File: config.mk
export PLATFORM = sky130hd
export DESIGN_NAME = jk_bank_sequencer
export DESIGN_NICKNAME = d
export VERILOG_FILES = /design/src/rtl/jk_bank_sequencer.sv
export SDC_FILE = /design/constraint.sdc
export NUM_CORES = 1
export LEC_CHECK = 0
export BUFFER_PORTS_ARGS = -buffer_cell sky130_fd_sc_hd__buf_2
export CAP_MARGIN = 25
export CORE_MARGIN = 1.5
export CORE_UTILIZATION = 51
export CTS_BUF_LIST = sky130_fd_sc_hd__clkbuf_16
export DETAILED_ROUTE_END_ITERATION = 7
export HOLD_SLACK_MARGIN = 0.05
export PLACE_DENSITY = 0.73
export SLEW_MARGIN = 15
export SYNTH_ARGS = -nofsm -noshare
export SYNTH_HDL_FRONTEND = slang
export SYNTH_SLANG_ARGS = --single-unit
File: constraint.sdc
create_clock -name clk -period 2.5 [get_ports clk]
set_clock_uncertainty 0.1 [all_clocks]
set_input_delay 0.5 -clock clk [delete_from_list [all_inputs] [get_ports clk]]
set_output_delay 0.5 -clock clk [all_outputs]
set_load 0.02 [all_outputs]
File: src/rtl/jk_bank_sequencer.sv
// jk_bank_sequencer: drives a 4-bit falling-edge JK flop bank through LOAD/UP/DOWN/TOGGLE
// commands one step per cycle and flags a sticky error when the final bank value is wrong.
module jk_bank_sequencer (
    input  logic       clk,
    input  logic       rst,
    input  logic       cmd_valid,
    output logic       cmd_ready,
    input  logic [1:0] cmd_op,
    input  logic [3:0] cmd_arg,
    input  logic [3:0] q_fb,
    output logic [3:0] j,
    output logic [3:0] k,
    output logic       busy,
    output logic       done,
    output logic       err
);
    typedef enum logic [1:0] {IDLE, EXEC, CHECK} state_t;
    localparam logic [1:0] OP_LOAD = 2'd0;
    localparam logic [1:0] OP_UP   = 2'd1;
    localparam logic [1:0] OP_DOWN = 2'd2;
    localparam logic [1:0] OP_TGL  = 2'd3;
    state_t     r_state;
    logic [1:0] r_op;
    logic [3:0] r_arg;
    logic [3:0] r_exp;
    logic [3:0] r_cnt;
    logic       r_err;
    logic       r_ready;
    logic       r_busy;
    logic       r_done;
    logic [3:0] w_exp;
    logic [3:0] w_cnt;
    logic [3:0] w_tgt;
    logic       w_exec;
    always_comb begin
        w_exp  = cmd_op == OP_LOAD ? cmd_arg :
                 cmd_op == OP_UP   ? q_fb + cmd_arg :
                 cmd_op == OP_DOWN ? q_fb - cmd_arg : q_fb ^ cmd_arg;
        w_cnt  = (cmd_op == OP_UP || cmd_op == OP_DOWN) ? cmd_arg : 4'd1;
        w_tgt  = r_op == OP_LOAD ? r_arg :
                 r_op == OP_UP   ? q_fb + 4'd1 : q_fb - 4'd1;
        w_exec = r_state == EXEC;
        // target-driven excitation never sets j and k together; only TOGGLE does
        j = !w_exec ? 4'b0000 : r_op == OP_TGL ? r_arg : w_tgt & ~q_fb;
        k = !w_exec ? 4'b0000 : r_op == OP_TGL ? r_arg : ~w_tgt & q_fb;
    end
    always_ff @(posedge clk) begin
        if (rst) begin
            r_state <= IDLE;
            r_op    <= OP_LOAD;
            r_arg   <= 4'd0;
            r_exp   <= 4'd0;
            r_cnt   <= 4'd0;
            r_err   <= 1'b0;
            r_ready <= 1'b1;
            r_busy  <= 1'b0;
            r_done  <= 1'b0;
        end else begin
            case (r_state)
                IDLE: if (cmd_valid) begin
                    r_op    <= cmd_op;
                    r_arg   <= cmd_arg;
                    r_exp   <= w_exp;
                    r_cnt   <= w_cnt;
                    r_err   <= 1'b0;
                    r_state <= w_cnt != 4'd0 ? EXEC : CHECK;
                    r_ready <= 1'b0;
                    r_busy  <= 1'b1;
                    r_done  <= w_cnt == 4'd0;
                end
                EXEC: begin
                    r_cnt <= r_cnt - 4'd1;
                    if (r_cnt == 4'd1) begin
                        r_state <= CHECK;
                        r_done  <= 1'b1;
                    end
                end
                CHECK: begin
                    r_state <= IDLE;
                    r_ready <= 1'b1;
                    r_busy  <= 1'b0;
                    r_done  <= 1'b0;
                    if (q_fb != r_exp) r_err <= 1'b1;
                end
                default: begin
                    r_state <= IDLE;
                    r_ready <= 1'b1;
                    r_busy  <= 1'b0;
                    r_done  <= 1'b0;
                end
            endcase
        end
    end
    assign cmd_ready = r_ready;
    assign busy      = r_busy;
    assign done      = r_done;
    assign err       = r_err;
endmodule
# After elaboration in Yosys (flattened, before gate mapping)
# Index checks and enable logic that the tools add are counted.
# classes
addsub,5
n_eq_ne,11
n_mux,25
n_bitwise,6
n_reduce_logical,13
# ops
op,count
4-bit two-way mux,11
4-bit AND,2
4-bit NOT,2
1-bit one-hot mux with 2 select lines,4
4-bit one-hot mux with 2 select lines,1
2-bit AND reduction,4
"4-bit by 1-bit subtractor with 4-bit output, second input constant",2
"2-bit by 1-bit == test with 1-bit output, second input constant",3
"2-bit == test, second input constant",3
2-bit logical NOT,3
2-bit two-way mux,3
1-bit two-way mux,5
"4-bit by 1-bit adder with 4-bit output, second input constant",1
4-bit adder,1
"4-bit by 1-bit == test with 1-bit output, second input constant",1
4-bit logical NOT,1
"2-bit != test, second input constant",2
4-bit != test,1
2-bit one-hot mux with 2 select lines,1
2-bit nonzero test,2
4-bit nonzero test,1
4-bit subtractor,1
4-bit XOR,1
3-bit AND reduction,1
3 further kinds,3
# totals
register_bits,20
inputBits,13
output_inout_bits,12
elab_cells,69

# Depth between registers and ports, before layout
# Gate-level depths: netlist (run 1).
# logic_depth
ltp_word,7
depth_mapped,8
mapped_depth_nobuf,8

# Worst setup path after synthesis (run 1)
# No wires, ideal clock.
# synth_path
kind,input to output
from,in q_fb[1]
to,out k[2]
t_arrival_ns,2.271
path_slack_ns,-0.371
path_stages,7
cell_sequence,clkbuf_1 inv_1 fa_1 xor2_1 maj3_1 a21oi_1 nor3_1
# synth_via
elab_chain_len,7
word_cells_on_any_way,8
classes_between,add/sub: 2; mux: 4; bitwise: 2
# synth_rtl
element,line_no,source
from (decl),10,"input logic [3:0] q_fb,"
4-bit by 1-bit subtractor with 4-bit output or 4-bit by 1-bit adder with 4-bit output (tied branches),41,r_op == OP_UP ? q_fb + 4'd1 : q_fb - 4'd1;
4-bit two-way mux (*),41,
4-bit two-way mux (*),40,w_tgt = r_op == OP_LOAD ? r_arg :
4-bit NOT (*),45,k = !w_exec ? 4'b0000 : r_op == OP_TGL ? r_arg : ~w_tgt & q_fb;
4-bit AND (*),45,
4-bit two-way mux (*) (2 in series),45,
to (decl),12,"output logic [3:0] k,"
# Mark *: on every way between the ends. The rest lies on a longest branch, timed or not.

# Final worst setup path (run 1)
# layout_path
from,reg r_op[1]
to,out k[2]
# layout_via
elab_chain_len,7
word_cells_on_any_way,9
classes_between,eq/ne: 2; mux: 4; bitwise: 2; reduce/logical: 1
# layout_rtl
element,line_no,source
from (decl),23,logic [1:0] r_op;
from (signal assigned),61,r_op <= cmd_op;
2-bit by 1-bit == test with 1-bit output,41,
4-bit two-way mux,41,
4-bit two-way mux,40,
4-bit NOT,45,
4-bit AND,45,
4-bit two-way mux (*) (2 in series),45,
# Marked as above.

==> flow_summary.json, run 1 <==
{
  "max-cap-violations": 0,
  "cts_root_buf": "clkbuf_16",
  "synth.area.top_cells": "dfxtp_1 25%, ha_1 11%, a21oi_1 9.8%",
  "final_util_pct": 69.5,
  "ys_ff_latch": 19,
  "slew_headroom_pct": 62.8,
  "path_clk_slew_ns": 0.05,
  "dieWidth_um": 57.9,
  "gp_congestion": 0.858,
  "nFillCells": 233,
  "h-tree-depth": 1,
  "die-area_um2": 3350,
  "critPathRequiredTime_ns": 1.90,
  "crit_type": "reg -> out",
  "dpl.hpwl_mm": 2.97,
  "cpMostUsedCell": "inv_2",
  "rsz0062_at_grt": "yes",
  "violations": "negative setup slack",
  "drive_gt1_share_pct": 28.3,
  "clock_path_buffers": 2,
  "grt_pass1_wl_mm": 6.50,
  "holdWs_ns": 0.370,
  "place_inst": 259,
  "slowest_stage": "fa_2",
  "core_um2": 2810,
  "final_cells": 264,
  "routed_wl_mm": 3.94,
  "setup_viol": 4,
  "antenna_found_initial": 0,
  "leakage_nw": 0.811,
  "synth_enable_flop_cells": 0,
  "dieHeight_um": 57.9,
  "cp.arrival_ns": 1.99,
  "slowest_delay_ns": 0.37,
  "seqCellArea_um2": 383,
  "cts_num_sinks": 19,
  "vias": 1582,
  "finalMaxSlewViolations": 0,
  "yosysTopAreaCell": "dfxtp_1",
  "layout_setup_ws_ns": -0.0878,
  "cp_max_fo": 4,
  "critPathBufInv": 3,
  "synth_ff_type": "dfxtp_1",
  "postCtsHoldBufs": 0,
  "floorplan.initialDensity_pct": 54.8,
  "synth.most_common_cell": "a21oi_1",
  "yosysWarnings": 0,
  "fin_crit_sh_pct": 104,
  "yosysSeqAreaShare_pct": 24.7,
  "finalCriticalPeriod_ns": 2.59,
  "path_cells": "inv_2 -> nand2_4 -> inv_2 -> fa_2 -> xor2_4 -> maj3_2 -> a21oi_4 -> nor3_4 -> buf_6",
  "rows": 19,
  "synth_common_cells": "30 x a21oi_1, 28 x nand2_1, 19 x dfxtp_1",
  "clock.fmax_mhz": 386,
  "synthToLayoutAreaGrowth_pct": 26.9,
  "synth_nets": 234,
  "synthCells": 205,
  "boundaryPins": 25,
  "vias_per_cell": 5.99,
  "antenna_left": 0,
  "crit_family": "adder cells",
  "synthesis.area_um2": 1540,
  "syn_avg_cell_area_um2": 7.50,
  "drcViolationCount": 0,
  "grt_pass1_vias": 1502,
  "hold_viol_final": 0,
  "cts_made_buffers": 3,
  "status": "finished, violations left",
  "grt_usage_pct": 24.9,
  "dp_slack_ns": -0.120,
  "yosysTopAreaCellShare_pct": 24.7,
  "worstMarginPinSlew_ns": 0.559,
  "power_density_nw_per_um2": 545,
  "n_antenna_cell": 0,
  "clock_latency_ns": 0.25,
  "worstSetupEndpointType": "primary output",
  "synth_cell_types": 45,
  "port_buffers": 24,
  "grt_overflow": 0,
  "min-delay-path-class": "reg -> reg",
  "fin_nets": 263,
  "wire_per_inst_um": 14.9,
  "multi_input_area_um2": 1140,
  "drt_first_iter_violations": 111,
  "critPathLaunchType": "flop",
  "async_reset_ff_share_pct": 0,
  "irDropWorstVdd_uv": 399,
  "dr.pass1.iters": 6,
  "grt_max_degree": 20,
  "cts_tree": "done"
}
layer usage:
metal	wire length (um)	part of all wire, %	track usage, %
met3	175	4.4	3.13
met1	1670	42	29.8
met5	0	0	0
met2	1970	50	43.5
met4	121	3.1	13.0
timing repair:
action	CTS	global route
gates cloned	0	0
setup endpoints to repair	6	6
resized for setup	20	4
setup buffers	1	0
pin swaps	7	8
cell type report:
cell class,count,share of cell area [%]
Multi-Input combinational cell,156,58.6
Sequential cell,19,19.6
Timing Repair Buffer,37,12.4
Clock buffer,3,3.85
Inverter,17,3.27
Tap cell,31,1.99
Clock inverter,1,0.257
metrics by stage:
stage	setup TNS (ns)	instance area (um2)	total power, mW
global placement	-0.146	1780	0.701
finish	-0.153	1950	1.06
CTS	-0.267	1930	1.05
detailed placement	-0.337	1780	0.716
floorplan	0	1600	0.620
global route	-0.449	1950	1.12
tightest hold or removal path, stage by stage (launching register included):
cell	delay (ns)
dfxtp_1	0.31
nand2_1	0.05
a21oi_1	0.05
report_power, final:
| part | total [mW] | switching (mW) | internal [mW] |
|---|---|---|---|
| Sequential | 0.365 | 0.0298 | 0.336 |
| Clock | 0.319 | 0.105 | 0.214 |
| Combinational | 0.378 | 0.218 | 0.160 |
| Total | 1.06 | 0.353 | 0.709 |
flip-flops by register name (all words and copies together), names as in the netlist:
| name | cells |
|---|---|
| busy | 1 |
| cmd_ready | 1 |
| err | 1 |
| r_arg | 4 |
| r_cnt | 4 |
| r_exp | 4 |
| r_op | 2 |
| r_state | 2 |
cell families (layout without fill, tap and decap cells):
group,after synthesis,in the layout,share of synthesized area [%]
AO/OA/AOI/OAI,63,63,25.7
XOR/XNOR,7,7,3.99
adder cells (fa/ha/maj),18,18,15.8
buffers and inverters,30,58,8.22
flip-flops,19,19,24.7
multiplexers,2,2,1.30
AND/OR/NAND/NOR,66,66,20.3
cell usage in the layout (no fill, tap or decap), types with 2 or more instances in the layout:
cell type / count
buf_4: 15
o221ai_1: 2
a21oi_4: 3
nand2_1: 27
inv_1: 15
a21o_1: 2
nor4_1: 2
inv_2: 2
o21ai_0: 11
a31oi_1: 2
ha_1: 12
xnor2_1: 6
buf_2: 19
maj3_2: 2
fa_1: 2
mux2i_1: 2
nor3_1: 3
nand2b_1: 2
dfxtp_1: 17
a21oi_1: 24
buf_6: 3
or3_4: 2
nor2b_1: 2
a21oi_2: 3
o21bai_1: 3
dfxtp_2: 2
nor2_2: 2
nand3_1: 5
nand3b_1: 3
nor2_1: 11
clkbuf_16: 3
a32oi_1: 2
path summary, 6_finish.rpt:
kind / from / to / slack (ns) / cells past startpoint
max: r_op[1] / k[2] / -0.09 / 9
min: r_arg[0] / r_arg[0] / 0.37 / 2
max reg2reg: r_state[1] / r_cnt[0] / 0.94 / 5
min reg2reg: r_arg[0] / r_arg[0] / 0.37 / 2
No activity file was read; power rests on OpenSTA's default activity.
==> inputs of run 2 (changes only) <==
Settings changed: PLACE_DENSITY 0.73 to 0.76.
==> run 2 against run 1 <==
  * The flow still finishes with violations (negative setup slack)
  * First-iteration DRC count down 9.0%
  * Combinational power is essentially flat
  * Worst hold slack gained 0.0093 ns
  * Critical path depth did not move
  * Fmax up 0.11%
  * Non-clock buffer count stayed put
  * Wire length rose by 3.3%
  * Critical path type unchanged
  * Critical endpoint unchanged
  * Largest cell class unchanged
  * Highest routed layer unchanged
==> flow_summary.json, run 2 (synthesis results as in run 1) <==
{
  "synthToLayoutAreaGrowth_pct": 27.0,
  "power_switching_mw": 0.367,
  "finalMaxSlewViolations": 0,
  "worstReg2RegStart": "r_state[1]",
  "h-tree-depth": 1,
  "fin_crit_sh_pct": 103,
  "leakage_nw": 0.814,
  "die-area_um2": 3350,
  "cts_num_sinks": 19,
  "path_cells": "inv_2 -> nand2_4 -> inv_2 -> fa_2 -> xor2_4 -> maj3_2 -> a21oi_4 -> nor3_4 -> buf_6",
  "grt_pass1_wl_mm": 6.87,
  "path_clk_slew_ns": 0.06,
  "postCtsHoldBufs": 0,
  "seq_power_share_pct": 34.0,
  "layout_setup_ws_ns": -0.0849,
  "dieHeight_um": 57.9,
  "n_antenna_cell": 0,
  "antenna_found_initial": 0,
  "holdWs_ns": 0.380,
  "ff2ff_path_depth": 5,
  "drt_first_iter_violations": 101,
  "crit_path_start": "r_op[1]",
  "rows": 19,
  "clock_path_buffers": 2,
  "floorplan.initialDensity_pct": 54.8,
  "routed_wl_mm": 4.07,
  "dr.pass1.iters": 6,
  "critPathRequiredTime_ns": 1.90,
  "cts_made_buffers": 3,
  "largestRegisters": "r_arg x4, r_cnt x4, r_exp x4",
  "irDropWorstVdd_uv": 456,
  "status": "finished, violations left",
  "grt_pass1_vias": 1592,
  "drcViolationCount": 0,
  "cp.arrival_ns": 1.98,
  "setup_viol": 5,
  "clock.fmax_mhz": 387,
  "port_buffers": 24,
  "drive_gt1_share_pct": 28.8,
  "nFillCells": 224,
  "grt_usage_pct": 25.9,
  "wire_per_inst_um": 15.4,
  "dp_slack_ns": -0.0999,
  "dieWidth_um": 57.9,
  "seqCellArea_um2": 383,
  "crit_end": "k[2]",
  "placed_area_um2": 1780,
  "grt_overflow": 0,
  "boundaryPins": 25,
  "multi_input_area_um2": 1150,
  "rsz0062_at_grt": "yes",
  "cts_tree": "done",
  "final_common_cell": "nand2_1",
  "slowest_delay_ns": 0.38,
  "min-delay-path-class": "reg -> reg",
  "combinationalPowerShare_pct": 35.4,
  "vias_per_cell": 6.04,
  "grt_max_degree": 20,
  "r2r_end": "r_exp[3]",
  "p_clk_share_pct": 30.6,
  "max-cap-violations": 0,
  "critPathLaunchType": "flop",
  "violations": "negative setup slack",
  "vias": 1594,
  "design_area_um2": 1950,
  "clock_latency_ns": 0.25,
  "final_cells": 264,
  "gp_congestion": 0.893,
  "place_inst": 259,
  "power_density_nw_per_um2": 552,
  "worstMarginPinSlew_ns": 0.456,
  "finalCriticalPeriod_ns": 2.58,
  "cts_root_buf": "clkbuf_16",
  "worstSetupEndpointType": "primary output",
  "cpMostUsedCell": "inv_2",
  "hold_viol_final": 0,
  "r2r_setup_slack_ns": 0.84,
  "internal_power_mw": 0.710,
  "dpl.hpwl_mm": 3.04,
  "antenna_left": 0,
  "cp_max_fo": 4,
  "crit_type": "reg -> out",
  "layout_common_cells": "27 x nand2_1, 24 x a21oi_1, 20 x buf_2",
  "fin_nets": 263,
  "slew_headroom_pct": 69.5,
  "switching_share_pct": 34.1,
  "slowest_stage": "fa_2",
  "core_um2": 2810
}
==> run 2: per-stage QoR <==
stage / utilization [%] / total power, mW / setup TNS [ns]
6_report: 69.6 / 1.08 / -0.191
5_1_grt: 69.6 / 1.13 / -0.596
4_1_cts: 69.0 / 1.07 / -0.314
3_5_place_dp: 63.6 / 0.721 / -0.330
3_3_place_gp: 63.6 / 0.701 / -0.100
2_1_floorplan: - / 0.620 / 0
==> run 2: worst min path at each step <==
stage               slack, ns        to     start  cells past startpoint
floorplan                0.34  r_exp[0]  r_exp[0]                      2
global placement         0.35  r_exp[0]  r_exp[0]                      2
detailed placement       0.37      busy      busy                      2
CTS                      0.38  r_exp[1]  r_exp[1]                      2
global route             0.39  r_exp[1]  r_exp[1]                      2
finish                   0.38  r_exp[1]  r_exp[1]                      2
==> run 2: power groups by stage <==
stage / logic, mW / registers [mW] / clock network, mW
6_report: 0.381 / 0.367 / 0.330
5_1_grt: 0.422 / 0.369 / 0.341
4_1_cts: 0.373 / 0.365 / 0.328
3_5_place_dp: 0.351 / 0.370 / 0
3_3_place_gp: 0.335 / 0.366 / 0
2_1_floorplan: 0.250 / 0.369 / 0
==> run 2: what timing repair did <==
item,4_1_cts,5_1_grt
setup buffers,1,0
pin swaps,9,5
gates resized for setup,21,3
setup endpoints to repair,6,6
==> run 2: layout make-up <==
cell class	instances	area share, %
tap	31	1.99
clock buffer	3	3.84
timing repair buffer	37	12.2
sequential	19	19.6
clock inverter	1	0.256
inverter	17	3.27
multi-input combinational	156	58.8
==> run 2: worst max-delay path, delay by kind of cell (launching register included) <==
| kind | cells | cell delay (ns) |
|---|---|---|
| compound gates | 1 | 0.15 |
| buf+inv | 3 | 0.21 |
| fa+ha+maj | 2 | 0.71 |
| xor+xnor | 1 | 0.21 |
| simple gates | 2 | 0.13 |
| flops | 1 | 0.33 |
==> run 2: layer usage <==
metal	vias to the layer above	GRT usage (%)	routed length [um]
met5	-	0	0
met4	0	12.3	81
met3	13	2.90	169
met2	52	44.6	2020
met1	763	32.1	1790
li1	766	-	-
==> inputs of run 3 (changes only) <==
Settings changed: CELL_PAD_IN_SITES_DETAIL_PLACEMENT set to 1, CELL_PAD_IN_SITES_GLOBAL_PLACEMENT set to 1, CORE_UTILIZATION 51 to 37, PLACE_DENSITY 0.76 to unset, PLACE_DENSITY_LB_ADDON set to 0.1.
==> run 3 against run 2 <==
  * The run still ends with negative setup slack left
  * Largest power group unchanged
  * First-iteration DRC count decreased by 55%
  * Count of clock-buffer cells in the layout is the same
  * Combinational power up 8.4%
==> flow_summary.json, run 3 (synthesis results as in run 1) <==
{
  "setup_viol": 6,
  "port_buffers": 24,
  "dpl.hpwl_mm": 3.72,
  "grt_usage_pct": 23.0,
  "total_power_mw": 1.10,
  "routed_wl_mm": 4.73,
  "fin_nets": 265,
  "cts_tree": "done",
  "grt_overflow": 0,
  "n_antenna_cell": 0,
  "core_um2": 4000,
  "slowest_stage": "or3_4",
  "tns_ns": -0.279,
  "status": "finished, violations left",
  "slew_headroom_pct": 60.9,
  "irDropWorstVdd_uv": 502,
  "antenna_found_initial": 0,
  "path_clk_slew_ns": 0.06,
  "r2r_end": "r_exp[3]",
  "drt_first_iter_violations": 45,
  "dr.pass1.iters": 4,
  "grt_pass1_vias": 1636,
  "h-tree-depth": 1,
  "largestRegisters": "r_arg x4, r_cnt x4, r_exp x4",
  "rows": 23,
  "clock.fmax_mhz": 385,
  "finalCriticalPeriod_ns": 2.59,
  "rsz0062_at_grt": "yes",
  "clock_path_buffers": 2,
  "cts_root_buf": "clkbuf_16",
  "cp.arrival_ns": 1.99,
  "crit_type": "reg -> out",
  "ff2ff_path_depth": 5,
  "dp_slack_ns": -0.113,
  "cp_max_fo": 4,
  "min_from": "r_exp[2]",
  "multi_input_area_um2": 1190,
  "critPathRequiredTime_ns": 1.90,
  "cts_num_sinks": 19,
  "r2r_setup_slack_ns": 0.81,
  "dieWidth_um": 67.5,
  "min-delay-path-class": "reg -> reg",
  "placed_area_um2": 1820,
  "vias": 1563,
  "hold_viol_final": 0,
  "crit_path_start": "r_op[1]",
  "worstReg2RegStart": "r_state[1]",
  "hold_depth": 2,
  "postCtsHoldBufs": 0,
  "layout_common_cells": "27 x nand2_1, 23 x a21oi_1, 18 x buf_2",
  "die-area_um2": 4550,
  "holdWs_ns": 0.378,
  "max-cap-violations": 0,
  "wire_per_inst_um": 16.6,
  "drcViolationCount": 0,
  "grt_pass1_wl_mm": 7.85,
  "vias_per_cell": 5.48,
  "hold_end": "r_exp[2]",
  "seqCellArea_um2": 383,
  "boundaryPins": 25,
  "cpMostUsedCell": "buf_6",
  "nFillCells": 499,
  "worstMarginPinSlew_ns": 0.586,
  "cts_made_buffers": 3,
  "slowest_delay_ns": 0.39,
  "layout_setup_ws_ns": -0.0945,
  "dieHeight_um": 67.5,
  "violations": "negative setup slack",
  "design_area_um2": 2050,
  "critPathLaunchType": "flop",
  "drive_gt1_share_pct": 30.6,
  "clock_latency_ns": 0.25,
  "worstSetupEndpointType": "primary output",
  "floorplan.initialDensity_pct": 38.4,
  "final_common_cell": "nand2_1",
  "leakage_nw": 0.834,
  "finalMaxSlewViolations": 0,
  "power_density_nw_per_um2": 538,
  "grt_max_degree": 20,
  "gp_congestion": 0.791,
  "synthToLayoutAreaGrowth_pct": 33.3,
  "antenna_left": 0,
  "path_cells": "inv_2 -> nand2_4 -> buf_6 -> ha_4 -> xor2_4 -> or3_4 -> a21oi_4 -> buf_6",
  "fin_crit_sh_pct": 104
}
## run 3: cell types whose count changed in the layout (fill, tap and decap cells not counted), moves of 2 or more
cell / change
ha_4: +2
buf_2: -2
buf_6: +2
buf_4: +2
## run 3: routing by layer
layer	GRT usage [%]	share of wire (%)
met5	0	0
met4	2.30	0.23
met3	3.50	1.9
met2	44.6	55
met1	27.1	43
## run 3: worst max-delay path by stage
stage,end,slack (ns)
final,j[2],-0.09
after global routing,k[2],-0.15
after CTS,j[2],-0.09
after detailed placement,k[2],-0.11
after global placement,k[2],-0.09
after floorplan,j[1],0.001
## run 3: metrics by stage
stage / util, % / std cells
floorplan: - / 205
global placement: 45.6 / 280
detailed placement: 45.6 / 280
CTS: 50.6 / 284
global route: 51.2 / 285
finish: 51.2 / 285
## run 3: where the power goes
group	internal, mW	switching, mW	leakage (nW)
Clock	0.213	0.113	0.0423
Sequential	0.335	0.0280	0.157
Combinational	0.175	0.238	0.634
## run 3: worst max-delay path, delay by kind of cell, from the launching register on
family / cells / cell delay [ns]
AO/OA/AOI/OAI: 1 / 0.16
flip-flops: 1 / 0.32
XOR/XNOR: 1 / 0.20
buffers and inverters: 3 / 0.35
adder cells (fa/ha/maj): 1 / 0.26
AND/OR/NAND/NOR: 2 / 0.45
## run 3: timing repair
action | CTS | global route
hold endpoints to repair | 0 | 0
setup buffers | 0 | 1
pin swaps | 13 | 8
resized for setup | 32 | 4
setup endpoints to repair | 6 | 6
## run 3: layout make-up
class	count	share of cell area [%]
Multi-Input combinational cell	156	58.3
Sequential cell	19	18.7
Timing Repair Buffer	39	13.0
Clock buffer	3	3.66
Inverter	17	3.11
Tap cell	50	3.05
Clock inverter	1	0.183
